===== src/rtl/onchip_mem_loader_pkg.sv =====
// Shared definitions for the on-chip memory stream loader.
// Holds the memory geometry, the byte-lane mask constants and the
// loader state encoding used by the top-level FSM.
package onchip_mem_loader_pkg;

  localparam int ADDR_W    = 11;
  localparam int MEM_WORDS = 1860;
  localparam int CNT_W     = 12;

  // Byte-lane masks: only the low lane, or both lanes of a 16-bit word.
  localparam logic [1:0] BE_LO  = 2'b01;
  localparam logic [1:0] BE_ALL = 2'b11;

  typedef enum logic [2:0] {
    IDLE  = 3'd0,
    RX_LO = 3'd1,
    RX_HI = 3'd2,
    WR    = 3'd3,
    VA    = 3'd4,
    VC    = 3'd5,
    FIN   = 3'd6
  } loader_state_t;

  // Expands a 2-bit byte enable into a 16-bit data mask.
  function automatic logic [15:0] lane_mask(input logic [1:0] be);
    return {{8{be[1]}}, {8{be[0]}}};
  endfunction

endpackage


===== src/rtl/loader_byte_packer.sv =====
// Byte-stream front end of the loader.
// Performs the valid/ready handshake, packs bytes little-endian into a
// 16-bit lane buffer and flags the final byte of the programmed count.
//
// Ports:
//   clk, reset_n     - clock and synchronous active-low reset
//   load             - accepted start; loads byte_count, clears the buffer
//   byte_count       - number of bytes in this transfer
//   rx_lo, rx_hi     - FSM is waiting for the low / high byte of a word
//   in_data/in_valid - upstream byte stream
//   in_ready         - a byte is accepted this cycle when in_valid is high
//   byte_fire        - handshake completed this cycle
//   last_byte        - the byte taken this cycle is the final one
//   word_data        - packed word (high lane zero for a lone low byte)
//   word_be          - byte enable matching word_data
module loader_byte_packer #(
  parameter int CNT_W = 12
) (
  input  logic             clk,
  input  logic             reset_n,
  input  logic             load,
  input  logic [CNT_W-1:0] byte_count,
  input  logic             rx_lo,
  input  logic             rx_hi,
  input  logic [7:0]       in_data,
  input  logic             in_valid,
  output logic             in_ready,
  output logic             byte_fire,
  output logic             last_byte,
  output logic [15:0]      word_data,
  output logic [1:0]       word_be
);
  import onchip_mem_loader_pkg::*;

  logic [CNT_W-1:0] bytes_left;
  logic [15:0]      lane_buf;
  logic [1:0]       be_q;

  assign in_ready  = rx_lo | rx_hi;
  assign byte_fire = in_ready & in_valid;
  assign last_byte = byte_fire && (bytes_left == CNT_W'(1));
  assign word_data = lane_buf;
  assign word_be   = be_q;

  // A low byte always clears the high lane so an odd trailing byte is
  // written as 0x00nn with only the low lane enabled.
  always_ff @(posedge clk) begin
    if (!reset_n) begin
      bytes_left <= '0;
      lane_buf   <= '0;
      be_q       <= '0;
    end else if (load) begin
      bytes_left <= byte_count;
      lane_buf   <= '0;
      be_q       <= '0;
    end else if (byte_fire) begin
      bytes_left <= bytes_left - 1'b1;
      if (rx_lo) begin
        lane_buf <= {8'h00, in_data};
        be_q     <= BE_LO;
      end else begin
        lane_buf[15:8] <= in_data;
        be_q           <= BE_ALL;
      end
    end
  end

endmodule


===== src/rtl/onchip_mem_stream_loader.sv =====
// Boot-time loader that streams bytes into the single-port on-chip memory.
// Bytes are packed little-endian into 16-bit words, written from a
// programmed base address, then read back and checked against the running
// checksum of what was written.
//
// Ports:
//   clk, reset_n          - clock and synchronous active-low reset
//   start                 - one-cycle pulse; ignored while busy
//   base_addr, byte_count - transfer parameters latched on start
//   in_data/in_valid/in_ready - byte stream handshake
//   mem_*                 - memory master interface (readdata has 1-cycle latency)
//   busy                  - operation in progress
//   done, error           - sticky status, cleared by the next accepted start
//   checksum              - sum mod 2^16 of the lane-masked words written
module onchip_mem_stream_loader #(
  parameter int ADDR_W    = 11,
  parameter int MEM_WORDS = 1860,
  parameter int CNT_W     = 12
) (
  input  logic              clk,
  input  logic              reset_n,
  input  logic              start,
  input  logic [ADDR_W-1:0] base_addr,
  input  logic [CNT_W-1:0]  byte_count,
  input  logic [7:0]        in_data,
  input  logic              in_valid,
  output logic              in_ready,
  output logic [ADDR_W-1:0] mem_address,
  output logic [1:0]        mem_byteenable,
  output logic              mem_chipselect,
  output logic              mem_write,
  output logic [15:0]       mem_writedata,
  output logic              mem_clken,
  input  logic [15:0]       mem_readdata,
  output logic              busy,
  output logic              done,
  output logic              error,
  output logic [15:0]       checksum
);
  import onchip_mem_loader_pkg::*;

  loader_state_t     state_q;
  logic [ADDR_W-1:0] base_q;
  logic [CNT_W-1:0]  words_q;
  logic [ADDR_W-1:0] word_idx_q;
  logic              odd_q;
  logic [15:0]       checksum_q;
  logic [15:0]       verify_q;
  logic              busy_q;
  logic              done_q;
  logic              error_q;

  logic              start_accept;
  logic              byte_fire;
  logic              last_byte;
  logic [15:0]       word_data;
  logic [1:0]        word_be;
  logic [CNT_W-1:0]  words_calc;
  logic [CNT_W:0]    range_end;
  logic              range_bad;
  logic [ADDR_W-1:0] word_idx_next;
  logic              last_word;
  logic [15:0]       verify_mask;
  logic [15:0]       verify_next;
  logic              in_access;

  assign start_accept = (state_q == IDLE) && start;

  // ceil(byte_count/2) without needing an extra carry bit.
  assign words_calc = {1'b0, byte_count[CNT_W-1:1]} + CNT_W'(byte_count[0]);

  // One bit wider than the count so base+words cannot overflow the check.
  assign range_end = (CNT_W+1)'(base_addr) + (CNT_W+1)'(words_calc);
  assign range_bad = range_end > (CNT_W+1)'(MEM_WORDS);

  // Word index never exceeds MEM_WORDS thanks to the range check, so the
  // address-width counter cannot wrap.
  assign word_idx_next = word_idx_q + 1'b1;
  assign last_word     = (CNT_W'(word_idx_next) == words_q);

  // The trailing word of an odd-length load only owns its low byte; the
  // memory's high byte is whatever was there before and must be ignored.
  assign verify_mask = (last_word && odd_q) ? lane_mask(BE_LO) : lane_mask(BE_ALL);
  assign verify_next = verify_q + (mem_readdata & verify_mask);

  loader_byte_packer #(
    .CNT_W (CNT_W)
  ) u_packer (
    .clk        (clk),
    .reset_n    (reset_n),
    .load       (start_accept),
    .byte_count (byte_count),
    .rx_lo      (state_q == RX_LO),
    .rx_hi      (state_q == RX_HI),
    .in_data    (in_data),
    .in_valid   (in_valid),
    .in_ready   (in_ready),
    .byte_fire  (byte_fire),
    .last_byte  (last_byte),
    .word_data  (word_data),
    .word_be    (word_be)
  );

  // Main sequencer: receive bytes, write one word per WR cycle, then a
  // two-cycle-per-word read-back that rebuilds the checksum for comparison.
  // Empty or out-of-range requests go straight to FIN without touching memory.
  always_ff @(posedge clk) begin
    if (!reset_n) begin
      state_q    <= IDLE;
      base_q     <= '0;
      words_q    <= '0;
      word_idx_q <= '0;
      odd_q      <= 1'b0;
      checksum_q <= '0;
      verify_q   <= '0;
      busy_q     <= 1'b0;
      done_q     <= 1'b0;
      error_q    <= 1'b0;
    end else begin
      case (state_q)
        IDLE: begin
          if (start) begin
            base_q     <= base_addr;
            words_q    <= words_calc;
            odd_q      <= byte_count[0];
            word_idx_q <= '0;
            checksum_q <= '0;
            verify_q   <= '0;
            busy_q     <= 1'b1;
            done_q     <= 1'b0;
            error_q    <= (byte_count != '0) && range_bad;
            if ((byte_count == '0) || range_bad) begin
              state_q <= FIN;
            end else begin
              state_q <= RX_LO;
            end
          end
        end
        RX_LO: begin
          if (byte_fire) begin
            state_q <= last_byte ? WR : RX_HI;
          end
        end
        RX_HI: begin
          if (byte_fire) begin
            state_q <= WR;
          end
        end
        WR: begin
          checksum_q <= checksum_q + (word_data & lane_mask(word_be));
          if (last_word) begin
            word_idx_q <= '0;
            state_q    <= VA;
          end else begin
            word_idx_q <= word_idx_next;
            state_q    <= RX_LO;
          end
        end
        VA: begin
          state_q <= VC;
        end
        VC: begin
          verify_q <= verify_next;
          if (last_word) begin
            error_q <= error_q | (verify_next != checksum_q);
            state_q <= FIN;
          end else begin
            word_idx_q <= word_idx_next;
            state_q    <= VA;
          end
        end
        FIN: begin
          busy_q  <= 1'b0;
          done_q  <= 1'b1;
          state_q <= IDLE;
        end
        default: begin
          state_q <= IDLE;
        end
      endcase
    end
  end

  // Memory strobes decode straight from state so a reset drops them on the
  // very next cycle; address and data read as zero when not selected.
  assign in_access      = (state_q == WR) || (state_q == VA) || (state_q == VC);
  assign mem_chipselect = in_access;
  assign mem_write      = (state_q == WR);
  assign mem_address    = in_access ? (base_q + word_idx_q) : '0;
  assign mem_writedata  = (state_q == WR) ? word_data : 16'h0000;
  assign mem_byteenable = (state_q == WR) ? word_be : (in_access ? BE_ALL : 2'b00);
  assign mem_clken      = 1'b1;

  assign busy     = busy_q;
  assign done     = done_q;
  assign error    = error_q;
  assign checksum = checksum_q;

endmodule


===== config.mk =====
export PLATFORM = sky130hd
export DESIGN_NAME = onchip_mem_stream_loader
export DESIGN_NICKNAME = d
export VERILOG_FILES = /design/src/rtl/onchip_mem_loader_pkg.sv /design/src/rtl/loader_byte_packer.sv /design/src/rtl/onchip_mem_stream_loader.sv
export SDC_FILE = /design/constraint.sdc
export NUM_CORES = 1
export LEC_CHECK = 0
export ABC_AREA = 1
export CAP_MARGIN = 40
export CORE_UTILIZATION = 45
export DETAILED_ROUTE_END_ITERATION = 8
export DONT_BUFFER_PORTS = 1
export GPL_TIMING_DRIVEN = 0
export PLACE_DENSITY = 0.68
export RECOVER_POWER = 50
export SLEW_MARGIN = 20
export SYNTH_ARGS = -nofsm -noshare
export SYNTH_HDL_FRONTEND = slang
export SYNTH_SLANG_ARGS = --single-unit

===== constraint.sdc =====
create_clock -name clk -period 3.5 [get_ports clk]
set_input_delay 0.35 -clock clk [delete_from_list [all_inputs] [get_ports clk]]
set_output_delay 0.35 -clock clk [all_outputs]
set_load 0.05 [all_outputs]

# == After elaboration in Yosys (flattened, before gate mapping) ==
# Cells that the tools add are included.
# totals
reg_bits,103
latchBits,0
ramBits,0
romBits,0
inputBits,51
out_inout_bits,52
word_cells,97
memories,0
# op_classes
n_addsub,7
n_mul,0
div_mod_pow,0
magnitude_cmp,1
eq_ne,14
shift,0
muxes,31
bitwise_logic,6
n_reduce_logical,24
# ops
op,n
case mux 16 bit (2 select lines),2
two-way mux 16 bit,3
two-way mux 11 bit,4
case mux 11 bit (3 select lines),1
adder 16 bit,2
bitwise AND 16 bit,2
two-way mux 12 bit,2
case mux 3 bit (6 select lines),1
!= test 16 bit,1
two-way mux 3 bit,5
adder 11 x 12 -> 13 bit,1
"> comparator 13 x 11 -> 1 bit, second input constant",1
adder 11 x 1 -> 12 bit,1
equality test 11 x 12 -> 1 bit,1
"equality test 12 x 1 -> 1 bit, second input constant",1
zero test 12 bit,1
nonzero test 12 bit,1
"subtractor 12 x 1 -> 12 bit, second input constant",1
"adder 11 x 1 -> 11 bit, second input constant",1
adder 11 bit,1
"!= test 2 bit, second input constant",5
AND reduction 2 bit,5
"equality test 3 bit, second input constant",3
AND reduction 3 bit,3
other kinds (15),34

# == Longest topological paths before layout ==
# depth
depth_word,10
ltp_mapped,29
mapped_depth_nobuf,29

# == Cells and area by module ==
# Synthesis repeated with hierarchy kept, for this count alone.
# hier_totals
cells_unflattened,1289
hier_area_um2,7998.9
# by_module_without_submodules
module,instances,cells_per_inst,area_per_inst_um2
onchip_mem_stream_loader,1,1078,6531.3
loader_byte_packer,1,211,1467.7

# == Worst setup path after synthesis ==
# Ideal clock, no wire load.
# synth_path
path_kind,flip-flop to flip-flop
startpoint,register word_idx_q[1]
endpoint,register error_q (netlist: error)
setup_ns,0.120
arrival_ns,3.094
required_time_ns,3.380
slack_ns,0.286
stages_incl_launch_ff,28
n_path_buf,0
cell_sequence,dfxtp_1 -> ha_1 -> nand2_1 -> nor2_4 -> nand3_1 -> nand3_1 -> nand2_1 -> nor2_1 -> nand2_1 -> nor2_2 -> nand3_4 -> nand2_1 -> inv_1 -> ha_1 -> nand2_1 -> o21ai_0 -> inv_1 -> nand2_1 -> nand2_1 -> nand2_1 -> nand2_1 -> nand2_1 -> xor2_1 -> nand3_1 -> nor2_1 -> nand4_1 -> nand2_1 -> a21oi_2
# synth_between
elab_chain_len,10
# synth_rtl
element,line_no,source
start: declaration,onchip_mem_stream_loader.sv:45,logic [ADDR_W-1:0] word_idx_q;
start signal: assignment,onchip_mem_stream_loader.sv:155,word_idx_q <= word_idx_next;
start signal: assignment,onchip_mem_stream_loader.sv:168,word_idx_q <= word_idx_next;
adder 11 x 1 -> 11 bit *,onchip_mem_stream_loader.sv:78,assign word_idx_next = word_idx_q + 1'b1;
equality test 11 x 12 -> 1 bit *,onchip_mem_stream_loader.sv:79,assign last_word = (CNT_W'(word_idx_next) == words_q);
logical AND 1 bit,onchip_mem_stream_loader.sv:83,assign verify_mask = (last_word && odd_q) ? lane_mask(BE_LO) : lane_mask(BE_ALL);
two-way mux 16 bit,onchip_mem_stream_loader.sv:83,
bitwise AND 16 bit,onchip_mem_stream_loader.sv:84,assign verify_next = verify_q + (mem_readdata & verify_mask);
adder 16 bit,onchip_mem_stream_loader.sv:84,
!= test 16 bit,onchip_mem_stream_loader.sv:165,error_q <= error_q | (verify_next != checksum_q);
OR 1 bit,onchip_mem_stream_loader.sv:165,
two-way mux 1 bit,onchip_mem_stream_loader.sv:164,if (last_word) begin
case mux 1 bit (2 select lines),onchip_mem_stream_loader.sv:120,case (state_q)
end signal: assignment,onchip_mem_stream_loader.sv:131,error_q <= (byte_count != '0) && range_bad;
end signal: assignment,onchip_mem_stream_loader.sv:165,
end: declaration,onchip_mem_stream_loader.sv:51,logic error_q;
# Mark *: on every way between the ends. The rest lies on a longest branch, timed or not. The select of a mux whose other input is x is not followed.
# A chain may end at the register's enable or synchronous reset.

# == Worst setup path in the final report ==
# layout_path
startpoint,register word_idx_q[0]
endpoint,register error_q (netlist: error)
# Same word-level chain as after synthesis.

==> results_dict.tcl <==
set metrics [dict create \
    netlist-cell-type-count 48 \
    finalCritPeriodShare_pct 101 \
    cts_made_buffers 9 \
    violations "negative setup slack" \
    rr_endpoint "error" \
    yosysMostFrequentCell "nand2_1" \
    coreArea_um2 16600 \
    syn_inst 1242 \
    synth_compound_gate_area_share_pct 16.0 \
    die_area_um2 17700 \
    rr_worst_depth 26 \
    fin_tns_setup_ps -22.0 \
    critical_path_arrival_ps 3770 \
    synthAdderAreaFrac_pct 10.3 \
    first_iter_violations 556 \
    overflow 0 \
    ctsHoldBuffers 0 \
    dp_cells 1477 \
    synthFlopType "dfxtp_1" \
    cp_num_buf_inv 3 \
    hold_viol_final 0 \
    drive_gt1_share_pct 9.56 \
    clockPowerShare_pct 21.2 \
    outcome "finished with violations" \
    r2r_slack_ps -20 \
    start_kind "flop" \
    grt_pass1_vias 7147 \
    power_frac_comb_pct 45.1 \
    syn_to_final_growth_pct 13.9 \
    cts.clk_slew.worst_paths_ps 70 \
    p_switching_w 0.00222 \
    max-slew-margin-rel_pct 40.7 \
    maxSlewViolCount 0 \
    synth_edf_count 0 \
    clk_latency_ps 360 \
    nets 1394 \
    total_power_w 0.00491 \
    port_buffers 0 \
    peakVddDrop_mv 0.395 \
    place_ws_ps -455 \
    cpMaxStageDelayCell "dfxtp_4" \
    synth_largest_area_cell "dfxtp_1" \
    drt-pass1-iter-count 8 \
    critPathMaxStageDelay_ps 370 \
    die_x_um 133 \
    grt_use_total_pct 24.9 \
    holdCritPathClass "in -> reg" \
    intPower_w 0.00269 \
    ant_nets 0 \
    die_y_um 133 \
    fmax_mhz 284 \
    cp_max_fo 5 \
    crit_start "word_idx_q[0]" \
    power_density_nw_per_um2 559 \
    seqPwrFrac_pct 33.7 \
    synth_xor_area_share_pct 4.15 \
    cts.root.buffer_cell "clkbuf_16" \
    initial_core_util_pct 46.4 \
    htree_levels 3 \
    syn_area_per_cell_um2 6.21 \
    report.final.setup_viol 1 \
    rsz0062_at_grt "yes" \
    crit_cells 26 \
    cp-end-kind "flop" \
    syn_area_um2 7720 \
    syn-num-nets 1354 \
    vias 7751 \
    endpoint "error" \
    p_leak_nw 4.06 \
    ys_ff_latch 103 \
    via_per_inst 5.15 \
    drc_errors 0 \
    worst_pin_slew_ps 886 \
    hold_ws_ps 134 \
    synth_area_leaders "dfxtp_1 (27%), nand2_1 (18%), inv_1 (9.3%), ha_1 (9.2%), a21oi_1 (8.2%)" \
    floorplan.rows 47 \
    cts_sinks 103 \
    layout_setup_ws_ps -22.0 \
    grt_pass1_wl_um 35100 \
    ys_warn_count 0 \
    seq_area_frac_synth_pct 26.7 \
    path_delay_family "simple AND/OR/NAND/NOR gates" \
    insertedDiodeCount 0 \
    drt-wirelength-per-cell_um 14.5 \
    tritoncts "built" \
    cp_common_cell "nand2_2" \
    synth_common_cells "nand2_1 (368), inv_1 (191), a21oi_1 (127), dfxtp_1 (103), nor2_1 (97)" \
    antenna_found_initial 0 \
    drv_cap 0 \
    clockBufferDepth 2 \
    synthSimpleGateAreaFrac_pct 31.9 \
    reg2reg_from "word_idx_q[0]" \
    fin_cells 1506 \
    swShare_pct 45.2 \
    hpwl_um 16900 \
    finalCriticalPeriod_ps 3520 \
    muxShareOfSynthArea_pct 0 \
    routed_wl_um 21800 \
    finClkSkew_ps 13.3 \
    async_flop_share_pct 0 \
    io_pins 103 \
    grt_max_degree 17 \
    required_ps 3750 \
    crit_type "reg -> reg" \
    synth_top_family_by_area "simple AND/OR/NAND/NOR gates" \
    synth_top_area_share_pct 26.7 \
    gp_congestion 0.888 \
]
## power by group through the flow
stage | combinational (W) | sequential (W) | clock (W)
3_5_place_dp | 0.00206 | 0.00166 | 0
2_1_floorplan | 0.00163 | 0.00160 | 0
4_1_cts | 0.00212 | 0.00165 | 0.00105
5_1_grt | 0.00248 | 0.00168 | 0.00110
6_report | 0.00221 | 0.00166 | 0.00104
3_3_place_gp | 0.00201 | 0.00166 | 0
## how the worst min path moves through the flow
stage | from | end | slack (ps) | cells after the start
final | base_addr[2] | base_q[2] | 130 | 2
after global routing | base_addr[2] | base_q[2] | 130 | 2
after CTS | base_addr[2] | base_q[2] | 130 | 2
after detailed placement | verify_q[2] | verify_q[2] | 460 | 2
after global placement | verify_q[3] | verify_q[3] | 450 | 2
after floorplan | u_packer.word_data[0] | u_packer.word_data[0] | 440 | 2
## per-stage QoR
step	util (%)	instance area [um2]
3_3_place_gp	48.0	7990
3_5_place_dp	48.8	8110
4_1_cts	51.5	8570
5_1_grt	52.8	8790
2_1_floorplan	-	7720
6_report	52.8	8790
## worst register-to-register path, delay by kind of cell (launching register included)
| family | cells | cell delay (ps) |
|---|---|---|
| flip-flops | 1 | 370 |
| XOR/XNOR | 2 | 320 |
| buffers and inverters | 3 | 280 |
| AND/OR/NAND/NOR | 18 | 1910 |
| adder cells (fa/ha/maj) | 2 | 470 |
| AO/OA/AOI/OAI | 1 | 50 |
## layout make-up
type | count | area (um2)
inverters | 193 | 724
plain buffers | 29 | 121
multi-input cells | 917 | 5080
fillers | 1689 | 7850
clock buffers | 11 | 243
repair buffers | 29 | 210
well taps | 220 | 275
flip-flops and latches | 103 | 2080
clock inverters | 4 | 55.1
## sequential cells by signal (all words and copies together), names as in the netlist
| register | flops |
|---|---|
| error | 1 |
| u_packer.bytes_left | 12 |
| busy | 1 |
| word_idx_q | 11 |
| words_q | 12 |
| done | 1 |
| base_q | 11 |
| odd_q | 1 |
| checksum | 16 |
| u_packer.word_be | 2 |
| u_packer.word_data | 16 |
| verify_q | 16 |
| state_q | 3 |
## logic make-up (layout without fill, tap and decap cells)
kind of cell             count (synthesis)  in the layout
AO/OA/AOI/OAI                          227            227
XOR/XNOR                                35             35
adder cells (fa/ha/maj)                 61             61
buffers and inverters                  222            266
flip-flops                             103            103
other                                    1              1
AND/OR/NAND/NOR                        593            593
## layout by cell type (no fill, tap or decap), types with 9 or more instances in the layout
cell       count
nand2_1      355
xor2_1        23
nor2_1        80
inv_1        189
dfxtp_1       96
clkbuf_1      29
xnor2_1       11
nor3_1        11
o21ai_0       58
ha_1          51
clkbuf_16      9
buf_4         28
nand2_2       13
nor2_2        17
a21oi_1      124
nand3_1       78
## layer usage
metal	share of wire (%)	global-route usage, %	vias up	wire [um]
met5	0	0	-	0
met4	2.4	9.77	0	521
met3	7.0	5.79	33	1530
met2	43	37.8	205	9370
met1	48	34.1	3424	10400
li1	-	-	4089	-
## repair_timing
item                       CTS  global route
setup endpoints to repair    6            12
pin swaps                    8            23
gates resized for setup     23            55
buffers inserted             8             5
Note: power is estimated with default switching activity, not from simulation.
